<file path="config.mk">
export PLATFORM = sky130hd
export DESIGN_NAME = instr_encoder
export DESIGN_NICKNAME = d
export VERILOG_FILES = /design/src/rtl/instr_encoder.sv
export SDC_FILE = /design/constraint.sdc
export NUM_CORES = 1
export LEC_CHECK = 0
export BUFFER_PORTS_ARGS = -buffer_cell sky130_fd_sc_hd__buf_2
export CAP_MARGIN = 20
export CORE_MARGIN = 3
export CORE_UTILIZATION = 50
export DETAILED_ROUTE_END_ITERATION = 12
export PLACE_DENSITY_LB_ADDON = 0.25
export SLEW_MARGIN = 40
export SYNTH_ARGS = -nofsm -noshare
export SYNTH_HDL_FRONTEND = slang
export SYNTH_SLANG_ARGS = --single-unit
</file>
<file path="constraint.sdc">
create_clock -name clk -period 6.2 [get_ports clk]
set_clock_uncertainty 0.2 [all_clocks]
set_input_delay 1.86 -clock clk [delete_from_list [all_inputs] [get_ports clk]]
set_output_delay 1.86 -clock clk [all_outputs]
set_load 0.02 [all_outputs]
</file>
<file path="src/rtl/instr_encoder.sv">
// MIPS field-to-word encoder feeding a small output FIFO, with a word-address
// counter that tracks the FIFO head for instruction-memory writes.
module instr_encoder #(
  parameter int DEPTH = 4,
  parameter int AW    = 10
) (
  input  logic          clk,
  input  logic          reset,
  input  logic          in_valid,
  output logic          in_ready,
  input  logic [4:0]    op_sel,
  input  logic [4:0]    rs,
  input  logic [4:0]    rt,
  input  logic [4:0]    rd,
  input  logic [4:0]    shamt,
  input  logic [15:0]   imm16,
  input  logic [25:0]   addr26,
  output logic          out_valid,
  input  logic          out_ready,
  output logic [31:0]   out_data,
  output logic [AW-1:0] out_addr,
  input  logic          addr_load,
  input  logic [AW-1:0] addr_value,
  output logic          err,
  output logic [4:0]    err_op
);

  localparam int IW = $clog2(DEPTH);
  localparam int PW = IW + 1;
  localparam logic [PW-1:0] FULL_CNT = PW'(DEPTH);

  // Returns {supported, word}; fields not used by a format are never placed.
  function automatic logic [32:0] encode(
    input logic [4:0]  op,
    input logic [4:0]  f_rs,
    input logic [4:0]  f_rt,
    input logic [4:0]  f_rd,
    input logic [4:0]  f_sh,
    input logic [15:0] f_imm,
    input logic [25:0] f_addr
  );
    logic [32:0] r;
    r = 33'd0;
    case (op)
      5'd0:  r = {1'b1, 6'h00, f_rs, f_rt, f_rd, 5'd0, 6'h20};
      5'd1:  r = {1'b1, 6'h00, f_rs, f_rt, f_rd, 5'd0, 6'h22};
      5'd2:  r = {1'b1, 6'h00, f_rs, f_rt, f_rd, 5'd0, 6'h24};
      5'd3:  r = {1'b1, 6'h00, f_rs, f_rt, f_rd, 5'd0, 6'h25};
      5'd4:  r = {1'b1, 6'h00, f_rs, f_rt, f_rd, 5'd0, 6'h27};
      5'd5:  r = {1'b1, 6'h00, f_rs, f_rt, f_rd, 5'd0, 6'h2A};
      5'd6:  r = {1'b1, 6'h00, 5'd0, f_rt, f_rd, f_sh, 6'h00};
      5'd7:  r = {1'b1, 6'h00, 5'd0, f_rt, f_rd, f_sh, 6'h02};
      5'd8:  r = {1'b1, 6'h00, f_rs, 15'd0, 6'h08};
      5'd9:  r = {1'b1, 6'h08, f_rs, f_rt, f_imm};
      5'd10: r = {1'b1, 6'h0C, f_rs, f_rt, f_imm};
      5'd11: r = {1'b1, 6'h0D, f_rs, f_rt, f_imm};
      5'd12: r = {1'b1, 6'h04, f_rs, f_rt, f_imm};
      5'd13: r = {1'b1, 6'h05, f_rs, f_rt, f_imm};
      5'd14: r = {1'b1, 6'h23, f_rs, f_rt, f_imm};
      5'd15: r = {1'b1, 6'h2B, f_rs, f_rt, f_imm};
      5'd16: r = {1'b1, 6'h02, f_addr};
      5'd17: r = {1'b1, 6'h03, f_addr};
      default: r = 33'd0;
    endcase
    return r;
  endfunction

  logic [31:0]   mem [DEPTH];
  logic [PW-1:0] wr_ptr, rd_ptr, count;
  logic [32:0]   enc_p0;
  logic          accept, push, pop;
  logic [AW-1:0] addr_cnt;

  assign count     = wr_ptr - rd_ptr;
  assign in_ready  = (count != FULL_CNT);
  assign out_valid = (count != '0);
  assign enc_p0    = encode(op_sel, rs, rt, rd, shamt, imm16, addr26);
  assign accept    = in_valid && in_ready;
  assign push      = accept && enc_p0[32];
  assign pop       = out_valid && out_ready;
  assign out_data  = out_valid ? mem[rd_ptr[IW-1:0]] : 32'd0;
  assign out_addr  = addr_cnt;

  // Stage p0 -> FIFO storage: data path carries no reset.
  always_ff @(posedge clk) begin
    if (push) mem[wr_ptr[IW-1:0]] <= enc_p0[31:0];
  end

  always_ff @(posedge clk or posedge reset) begin
    if (reset) begin
      wr_ptr   <= '0;
      rd_ptr   <= '0;
      addr_cnt <= '0;
      err      <= 1'b0;
      err_op   <= 5'd0;
    end else begin
      if (push) wr_ptr <= wr_ptr + PW'(1);
      if (pop)  rd_ptr <= rd_ptr + PW'(1);
      if (addr_load)
        addr_cnt <= addr_value;
      else if (pop)
        addr_cnt <= addr_cnt + AW'(1);
      // Only the first unsupported code is kept for diagnosis.
      if (accept && !enc_p0[32]) begin
        err <= 1'b1;
        if (!err) err_op <= op_sel;
      end
    end
  end

endmodule
</file>
== Word-level counts from Yosys, hierarchy flattened ==
Memory sizes are Yosys's and may differ from the RTL's.
Index checks and enable logic that the tools add are counted.
Word-level totals
  bits in registers: 22
  RAM bits: 128
  input bits: 82
  output and inout port bits: 50
  word-level logic and storage cells: 44
  memories kept: 1
Operators by class
  add/subtract/negate cells: 4
  eq/ne operators: 18
  mux-type cells: 6
  bitwise operators: 1
  reduce and logical (&&, ||, !) cells: 9
Memory list
  mem: words 4, width 32, rd ports 1, clocked after Yosys merged registers in 0, wr ports 1, line 68  | logic [31:0] mem [DEPTH];
Operators with widths (number)
  $pmux 33 s18: 1
  $eq 5x4->1 const B: 8
  $mux 32: 1
  $eq 5x3->1 const B: 4
  $mux 10: 2
  $add 10x1->10 const B: 1
  $eq 5x2->1 const B: 2
  $eq 5x5->1 const B: 2
  $add 3x1->3 const B: 2
  $eq 5x1->1 const B: 1
  $logic_not 5->1: 1
  $logic_and 1x1->1: 4
  $ne 3x3->1 const B: 1
  $reduce_bool 3->1: 1
  $sub 3x3->3: 1
  $mux 1: 2
  $reduce_and 2->1: 1
  $reduce_bool 2->1: 1
  $logic_not 1->1: 1
  $not 1->1: 1

== Depth between registers and ports, before layout ==
Gate-level depths: netlist (run 1).
  depth in word-level cells: 6
  depth in mapped cells: 10
  gate-level depth less buffers: 6

== Worst setup path before layout (run 1) ==
No wires, ideal clock.
  kind: input port to flip-flop
  from: input port op_sel[2]
  to: memory mem[3][0], enable pin
  library setup time: 0.471 ns
  arrival: 4.935 ns
  data required time: 5.529 ns
  path slack: 0.594 ns
  stages on the path: 4
  cell sequence: buf_2 -> o31a_1 -> nand2b_1 -> a211oi_1
Between the ends
  longest elaborated chain between the ends: 5
RTL lines
  start, declared: line 11  | input logic [4:0] op_sel,
  $eq 5x5->1 (tied with other cells): line 44  | case (op)
  $pmux 33 s18 (*): line 44
  $logic_and 1x1->1 (*): line 79  | assign push = accept && enc_p0[32];
  $mux 1 (*): line 86  | if (push) mem[wr_ptr[IW-1:0]] <= enc_p0[31:0];
  $mux 1 (implied by the code) (*): line 86
  end, declared: line 68
Every way passes the cells marked *; elsewhere a longest branch is shown, timed or not.

== Final worst setup path (run 1) ==
  from: register wr_ptr[0]
  to: output port out_data[25]
Between the ends
  longest elaborated chain between the ends: 3
RTL lines
  start, declared: line 69  | logic [PW-1:0] wr_ptr, rd_ptr, count;
  start signal, assigned: line 97  | if (push) wr_ptr <= wr_ptr + PW'(1);
  $sub 3x3->3: line 74  | assign count = wr_ptr - rd_ptr;
  $reduce_bool 3->1: line 76  | assign out_valid = (count != '0);
  $mux 32: line 81  | assign out_data = out_valid ? mem[rd_ptr[IW-1:0]] : 32'd0;
  end, declared: line 20  | output logic [31:0] out_data,
No other way between the ends.

==> results of run 1 <==
[critical path, stage by stage, from the launching register on]
cell and delay [ns]:
dfrtp_1 0.40, inv_1 0.15, ha_1 0.16, and2b_1 0.29
xor2_4 0.34, nor2_2 0.08, buf_4 0.26, nor2b_1 0.23
buf_2 0.20
[kinds of logic after synthesis]
logic type | synth area share
flops | 0.6399
simple gates | 0.08880
compound gates | 0.09423
buf+inv | 0.02960
mux | 0.1146
fa+ha+maj | 0.01499
xor+xnor | 0.01723
other cells | 0.0005615
[metal layers]
layer,vias up,track usage,routed length (um)
li1,1993,-,-
met2,177,0.3382,7345
met5,-,0,0
met4,0,0.06162,190
met1,2103,0.2839,6128
met3,18,0.04968,1067
[registers in the layout, summed over array words and instances, names as in the netlist]
register / count
wr_ptr: 3
mem: 124
err_op: 5
err: 1
out_addr: 10
rd_ptr: 3
[final cells by class]
cell class,instances,area (um^2),share of cell area
multi-input cells,249,2222,0.2739
clock inverters,15,182.7,0.02251
repair buffers,139,718.2,0.08851
clock buffers,17,425.4,0.05243
flip-flops and latches,146,4275,0.5269
well taps,172,215.2,0.02652
inverters,20,75.07,0.009252
[worst paths after layout]
path                            from           end  slack (ns)  cells after the start
max                        wr_ptr[0]  out_data[25]        1.60                      8
min                        err_op[4]     err_op[4]        0.26                      1
max reg2reg                wr_ptr[0]    mem[0][13]        3.58                      6
min reg2reg                err_op[4]     err_op[4]        0.26                      1
max in group asynchronous      reset     rd_ptr[0]        4.17                      2
min in group asynchronous      reset   out_addr[2]        1.26                      2
[metrics by stage]
step / utilization / hold WS (ns)
floorplan: - / 0.3464
global placement: 0.5853 / 0.2498
detailed placement: 0.5853 / 0.2509
CTS: 0.6327 / 0.2696
global route: 0.6327 / 0.3094
finish: 0.6327 / 0.2634
[cell usage in the layout (no fill, tap or decap), types with 6 or more instances in the layout]
cell type / count
buf_2: 130
edfxtp_1: 124
nor2b_1: 40
mux4_2: 31
dfrtp_1: 21
nand2_1: 20
inv_1: 18
nor2_1: 17
clkbuf_16: 17
a21oi_1: 15
o21ai_0: 13
a22oi_1: 9
buf_4: 9
a222oi_1: 8
ha_1: 8
o211ai_1: 6
[power groups by stage]
stage,logic (W),clock network (W),registers (W)
floorplan,0.00112,0,0.00136
global placement,0.00161,0,0.00133
detailed placement,0.00162,0,0.00134
CTS,0.00163,0.00105,0.00132
global route,0.00174,0.00110,0.00133
finish,0.00160,0.00103,0.00132
==> results.sh, run 1 <==
export IMPL_yosysMostFrequentCell="edfxtp_1"
export IMPL_cts_resized=0
export IMPL_hold_violations=0
export IMPL_groute_usage_overall=0.2083
export IMPL_synth_top_area_cell="edfxtp_1"
export IMPL_cp_end_kind="primary output"
export IMPL_yosys_top_cells_count="124 x edfxtp_1, 40 x nor2b_1, 31 x mux4_2"
export IMPL_first_pass_iters=5
export IMPL_period_needed_ns=4.603
export IMPL_ys_ff_latch=146
export IMPL_root_buffer="clkbuf_16"
export IMPL_netlist_instances=443
export IMPL_grt_max_degree=34
export IMPL_synth_nets=533
export IMPL_dpl_cell_count=726
export IMPL_status="completed"
export IMPL_worst_pin_slew_ns=0.7378
export IMPL_yosysUniqueCellTypes=59
export IMPL_viasPerCell=5.661
export IMPL_startpoint_type="flip-flop"
export IMPL_synth_edff_count=124
export IMPL_maxSlewViolCount=0
export IMPL_ys_seq_area_frac=0.6399
export IMPL_p_seq_frac=0.334
export IMPL_setup_tns_ns=0
export IMPL_die_area_mm2=0.01478
export IMPL_total_power_w=0.003955
export IMPL_core_area_mm2=0.01282
export IMPL_finalWirelength_mm=14.73
export IMPL_start_util=0.5208
export IMPL_cts_tree="built"
export IMPL_hold_class="reg -> reg"
export IMPL_grt_pass1_vias=4276
export IMPL_diodes=0
export IMPL_min_period_over_period=0.7424
export IMPL_synth_avg_cell_area_um2=15.08
export IMPL_drive_above_1_share=0.3754
export IMPL_dieWidth_um=121.6
export IMPL_fillers=943
export IMPL_vdd_drop_max_uv=277.5
export IMPL_place_ws_ns=1.965
export IMPL_clk_latency_ns=0.42
export IMPL_yosysWarnings=0
export IMPL_antenna_found_initial=0
export IMPL_drc=0
export IMPL_internal_power_w=0.002497
export IMPL_clockBufferDepth=2
export IMPL_cts_buffers=17
export IMPL_async_reset_ff_frac=0.1507
export IMPL_cts_hold_buffers=0
export IMPL_grt_pass1_wl_mm=23.06
export IMPL_synth_top_area_share=0.5575
export IMPL_port_buffers=130
export IMPL_overflow=0
export IMPL_swShare=0.3686
export IMPL_die_h_um=121.6
export IMPL_placed_area_mm2=0.007506
export IMPL_worst_slack_ns=1.597
export IMPL_required_ns=4.14
export IMPL_avgRoutedWirePerCell_um=19.44
export IMPL_combPwrFrac=0.405
export IMPL_clk_transition_reported_paths_ns=0.06
export IMPL_dp_hpwl_mm=9.706
export IMPL_rows=41
export IMPL_fin_area_mm2=0.008114
export IMPL_vias=4291
export IMPL_rsz0062_at_grt="no"
export IMPL_max_slew_margin=0.5044
export IMPL_synth_top_cells_by_area="edfxtp_1 56%, mux4_2 10%, dfrtp_1 8.2%"
export IMPL_ctsHtreeMaxLevel=4
export IMPL_fmax_mhz=217.3
export IMPL_worstPathMaxFanout=32
export IMPL_setup_viol=0
export IMPL_layout_cells_non_filler=758
export IMPL_final_antenna_net_count=0
export IMPL_io_pin_count=132
export IMPL_path_class="reg -> out"
export IMPL_gp_congestion=0.8024
export IMPL_powerDensity_mw_per_mm2=487.5
export IMPL_drt_iter0_drc=425
export IMPL_arrival_ns=2.54
export IMPL_cap_violations=0
export IMPL_clkPwrFrac=0.261
export IMPL_cts_setup_buffers=0
export IMPL_cts_sinks=146
export IMPL_synth_area_mm2=0.006679
export IMPL_p_sw_w=0.001458
export IMPL_synthFlopType="edfxtp_1"
export IMPL_layout_nets=663
export IMPL_areaGrowthSynthToFinish_pct=21.49
export IMPL_leakage_nw=3.118
Note: power is estimated with default switching activity, not from simulation.
==> inputs of run 2 (changes only) <==
- ABC_AREA: unset -> 1
- clock period: 6.2 -> 4 ns (I/O delays scaled with it)
==> results.sh, run 2 <==
export IMPL_hold_class="reg -> reg"
export IMPL_synth_area_mm2=0.006840
export IMPL_synthFlopType="edfxtp_1"
export IMPL_overflow=0
export IMPL_powerDensity_mw_per_mm2=767.6
export IMPL_cp_end_kind="primary output"
export IMPL_finalWirelength_mm=15.96
export IMPL_max_slew_margin=0.5788
export IMPL_dieWidth_um=123.0
export IMPL_clkPwrFrac=0.243
export IMPL_async_reset_ff_frac=0.1507
export IMPL_worst_slack_ns=0.3213
export IMPL_diodes=0
export IMPL_dp_hpwl_mm=10.02
export IMPL_worstPathMaxFanout=33
export IMPL_leakage_nw=3.660
export IMPL_cts_buffers=17
export IMPL_hold_ws_ns=0.2825
export IMPL_vdd_drop_max_uv=474.4
export IMPL_swShare=0.4198
export IMPL_r2r_slack_ns=1.29
export IMPL_start_util=0.5145
export IMPL_yosysUniqueCellTypes=38
export IMPL_yosysWarnings=0
export IMPL_cts_hold_buffers=0
export IMPL_die_h_um=123.0
export IMPL_place_ws_ns=0.4290
export IMPL_crit_top_cell="nand2_1"
export IMPL_drt_iter0_drc=425
export IMPL_path_class="reg -> out"
export IMPL_ctsHtreeMaxLevel=4
export IMPL_setup_viol=0
export IMPL_p_sw_w=0.002674
export IMPL_io_pin_count=132
export IMPL_cts_sinks=146
export IMPL_startpoint_type="flip-flop"
export IMPL_internal_power_w=0.003696
export IMPL_combPwrFrac=0.436
export IMPL_worst_pin_slew_ns=0.6318
export IMPL_areaGrowthSynthToFinish_pct=21.31
export IMPL_die_area_mm2=0.01512
export IMPL_rows=42
export IMPL_first_pass_iters=5
export IMPL_avgRoutedWirePerCell_um=15.74
export IMPL_root_buffer="clkbuf_16"
export IMPL_grt_pass1_vias=5137
export IMPL_hold_violations=0
export IMPL_ys_ff_latch=146
export IMPL_synth_edff_count=124
export IMPL_dpl_cell_count=982
export IMPL_synth_top_area_cell="edfxtp_1"
export IMPL_largest_reg_flops=124
export IMPL_synth_nets=788
export IMPL_antenna_found_initial=1
export IMPL_clk_transition_reported_paths_ns=0.06
export IMPL_gp_congestion=0.8243
export IMPL_fillers=1094
export IMPL_status="completed"
export IMPL_maxSlewViolCount=0
export IMPL_grt_pass1_wl_mm=25.08
export IMPL_rsz0062_at_grt="no"
export IMPL_placed_area_mm2=0.007704
export IMPL_fmax_mhz=271.8
export IMPL_p_seq_frac=0.321
export IMPL_cts_resized=1
export IMPL_layout_nets=915
export IMPL_grt_max_degree=64
export IMPL_crit_path_max_incr_delay_ns=0.41
export IMPL_synth_top_area_share=0.5444
export IMPL_yosysMostFrequentCell="nand2_1"
export IMPL_drc=0
export IMPL_cts_setup_buffers=0
export IMPL_layout_common_cells="193 x nand2_1, 130 x buf_2, 124 x edfxtp_1, 73 x nor2_1, 69 x o21ai_0"
export IMPL_yosys_top_cells_count="193 x nand2_1, 124 x edfxtp_1, 77 x nor2_1"
export IMPL_slowest_stage="dfrtp_1"
export IMPL_routedLengthMet1_mm=6.860
export IMPL_top_layer="met5"
export IMPL_groute_usage_overall=0.2188
export IMPL_wl_met2_mm=7.871
export IMPL_viasPerCell=5.264
export IMPL_arrival_ns=2.28
export IMPL_cts_tree="built"
export IMPL_netlist_instances=698
export IMPL_clockBufferDepth=2
export IMPL_synth_avg_cell_area_um2=9.800
export IMPL_required_ns=2.60
export IMPL_core_area_mm2=0.01330
export IMPL_fin_area_mm2=0.008298
export IMPL_layout_cells_non_filler=1014
export IMPL_drive_above_1_share=0.2422
export IMPL_setup_tns_ns=0
export IMPL_vias=5338
export IMPL_period_needed_ns=3.679
export IMPL_port_buffers=130
export IMPL_clk_latency_ns=0.42
export IMPL_cp_cell_sequence="ha_1 > nand2_1 > nand2_1 > nand2_1 > nand3_4 > nand2_1 > inv_1 > buf_2"
export IMPL_synth_top_cells_by_area="edfxtp_1 54%, nand2_1 11%, dfrtp_1 8.0%"
export IMPL_min_period_over_period=0.9197
export IMPL_final_antenna_net_count=0
export IMPL_final_common_cell="nand2_1"
export IMPL_wl_met3_um=979
export IMPL_ys_seq_area_frac=0.6248
export IMPL_cap_violations=0
## run 2: cell types whose count changed after synthesis, sizes merged, moves of 9 or more
cell	change
nor2	+64
nand3	+33
nor2b	-40
inv	+46
o22ai	+29
o21ai	+59
mux4	-31
a21oi	-12
nand2	+177
a22oi	-9
## run 2: worst paths after layout
kind / startpoint / end / cells after the start
worst min-delay path: err_op[0] / err_op[0] / 2
worst max-delay path: wr_ptr[1] / out_data[0] / 8
min in group asynchronous: reset / err_op[1] / 2
worst max register to register: wr_ptr[1] / mem[3][8] / 7
max in group asynchronous: reset / rd_ptr[0] / 2
worst min register to register: err_op[0] / err_op[0] / 2
## run 2: through the flow
stage	utilization	power [W]
CTS	0.6241	0.006409
global placement	0.5794	0.004769
global route	0.6241	0.006797
detailed placement	0.5794	0.004855
floorplan	-	0.003921
finish	0.6241	0.006369
## run 2: cells by family after synthesis
| group | Yosys count | share of synthesized area |
|---|---|---|
| adders and majority gates | 8 | 0.01463 |
| other | 1 | 0.0005482 |
| DFF | 146 | 0.6248 |
| and+or+nand+nor | 330 | 0.2047 |
| xor gates and xnor gates | 5 | 0.006402 |
| AOI/OAI and AO/OA | 112 | 0.09219 |
| buffers and inverters | 96 | 0.05671 |
## run 2: layout make-up
type / count / area (um^2) / area share
clock buffer: 17 / 425.4 / 0.05127
inverter: 65 / 244.0 / 0.02940
clock inverter: 15 / 161.4 / 0.01945
multi-input combinational: 456 / 2216 / 0.2670
tap: 176 / 220.2 / 0.02654
timing repair buffer: 139 / 755.7 / 0.09107
sequential: 146 / 4275 / 0.5152
## run 2: critical path, delay by kind of cell, from the launching register on
| kind | cells | cell delay [ns] |
|---|---|---|
| AND/OR/NAND/NOR | 5 | 0.85 |
| adder cells (fa/ha/maj) | 1 | 0.35 |
| flip-flops | 1 | 0.41 |
| buffers and inverters | 2 | 0.24 |
## run 2: per-layer routing
layer	up-vias	track usage
li1	2607	-
met1	2529	0.2930
met2	174	0.3574
met3	26	0.04849
met4	2	0.07138
met5	-	0
## run 2: power groups by stage
stage               combinational (W)  clock (W)  sequential, W
finish                        0.00278    0.00155        0.00205
global route                  0.00310    0.00162        0.00207
CTS                           0.00280    0.00156        0.00205
detailed placement            0.00278          0        0.00208
global placement              0.00271          0        0.00206
floorplan                     0.00183          0        0.00210
==> inputs of run 3 (changes only) <==
- CTS_BUF_LIST: unset -> sky130_fd_sc_hd__clkbuf_2 sky130_fd_sc_hd__clkbuf_4 sky130_fd_sc_hd__clkbuf_8
==> results.sh, run 3 (same netlist as run 2, synthesis figures left out) <==
export IMPL_start_util=0.5145
export IMPL_hold_class="reg -> reg"
export IMPL_leakage_nw=3.572
export IMPL_cts_hold_buffers=0
export IMPL_crit_top_cell="nand2_1"
export IMPL_hold_violations=0
export IMPL_overflow=0
export IMPL_setup_tns_ns=0
export IMPL_avgRoutedWirePerCell_um=15.62
export IMPL_worstPathMaxFanout=33
export IMPL_worst_pin_slew_ns=0.6365
export IMPL_cp_startpoint="wr_ptr[1]"
export IMPL_gp_congestion=0.8243
export IMPL_setup_viol=0
export IMPL_required_ns=2.60
export IMPL_r2r_start="wr_ptr[1]"
export IMPL_slowest_stage="dfrtp_1"
export IMPL_core_area_mm2=0.01330
export IMPL_root_buffer="clkbuf_8"
export IMPL_largest_reg_flops=124
export IMPL_port_buffers=130
export IMPL_dp_hpwl_mm=10.02
export IMPL_path_class="reg -> out"
export IMPL_drive_above_1_share=0.2422
export IMPL_arrival_ns=2.32
export IMPL_max_slew_margin=0.5757
export IMPL_diodes=0
export IMPL_final_common_cell="nand2_1"
export IMPL_cts_sinks=146
export IMPL_drc=0
export IMPL_cts_resized=1
export IMPL_place_ws_ns=0.4290
export IMPL_rows=42
export IMPL_areaGrowthSynthToFinish_pct=18.51
export IMPL_cp_end_kind="primary output"
export IMPL_layout_common_cells="193 x nand2_1, 130 x buf_2, 124 x edfxtp_1, 73 x nor2_1, 69 x o21ai_0"
export IMPL_cts_setup_buffers=0
export IMPL_status="completed"
export IMPL_antenna_found_initial=1
export IMPL_grt_max_degree=64
export IMPL_clk_latency_ns=0.45
export IMPL_cts_tree="built"
export IMPL_crit_path_max_incr_delay_ns=0.43
export IMPL_min_period_over_period=0.9298
export IMPL_rsz0062_at_grt="no"
export IMPL_dieWidth_um=123.0
export IMPL_vias=5278
export IMPL_viasPerCell=5.205
export IMPL_cts_buffers=17
export IMPL_ctsHtreeMaxLevel=4
export IMPL_powerDensity_mw_per_mm2=734.2
export IMPL_maxSlewViolCount=0
export IMPL_period_needed_ns=3.719
export IMPL_io_pin_count=132
export IMPL_final_antenna_net_count=0
export IMPL_finalWirelength_mm=15.84
export IMPL_grt_pass1_wl_mm=24.94
export IMPL_cap_violations=0
export IMPL_drt_iter0_drc=386
export IMPL_vdd_drop_max_uv=438.8
export IMPL_fmax_mhz=268.9
export IMPL_layout_nets=915
export IMPL_clockBufferDepth=2
export IMPL_grt_pass1_vias=5095
export IMPL_first_pass_iters=5
export IMPL_cp_cell_sequence="ha_1 > nand2_1 > nand2_1 > nand2_1 > nand3_4 > nand2_1 > inv_1 > buf_2"
export IMPL_worst_slack_ns=0.2807
export IMPL_worstHoldStart="err_op[0]"
export IMPL_die_area_mm2=0.01512
export IMPL_clk_transition_reported_paths_ns=0.08
export IMPL_groute_usage_overall=0.2172
export IMPL_die_h_um=123.0
export IMPL_startpoint_type="flip-flop"
[run 3: through the flow]
stage | hold slack [ns] | cell area [um^2] | util | power [W] | instances
4_1_cts | 0.2919 | 8107 | 0.6097 | 0.005993 | 1014
3_3_place_gp | 0.2520 | 7704 | 0.5794 | 0.004769 | 982
6_report | 0.2880 | 8107 | 0.6097 | 0.005952 | 1014
5_1_grt | 0.3166 | 8107 | 0.6097 | 0.006372 | 1014
3_5_place_dp | 0.2674 | 7704 | 0.5794 | 0.004855 | 982
2_1_floorplan | 0.2823 | 6840 | - | 0.003921 | 698
[run 3: critical path, delay by kind of cell (launching register included)]
kind,cells,cell delay (ns)
adders and majority gates,1,0.35
buffers and inverters,2,0.23
DFF,1,0.43
and+or+nand+nor,5,0.85
[run 3: path summary, 6_finish.rpt]
kind	end	cells past startpoint	slack [ns]
min	err_op[0]	2	0.29
min reg2reg	err_op[0]	2	0.29
min in group asynchronous	err_op[1]	2	0.55
max reg2reg	mem[3][9]	7	1.28
max	out_data[0]	8	0.28
max in group asynchronous	rd_ptr[0]	2	2.68
[run 3: metal layers]
metal,vias to the layer above,track usage,wire length (um)
li1,2608,-,-
met1,2499,0.2918,6839
met2,148,0.3536,7843
met3,21,0.04392,909
met4,2,0.07768,236
met5,-,0,11
[run 3: cell type report]
cell class,instances,area [um^2]
fill,1120,5189
inverter,65,244.0
tap,176,220.2
clock buffer,17,234.0
clock inverter,15,161.4
multi-input combinational,456,2216
sequential,146,4275
timing repair buffer,139,755.7
[run 3: where the power goes]
part,switching [W],internal (W)
clock network,0.000578,0.000558
registers,0.000121,0.00192
logic,0.00193,0.000846
total,0.00262,0.00333
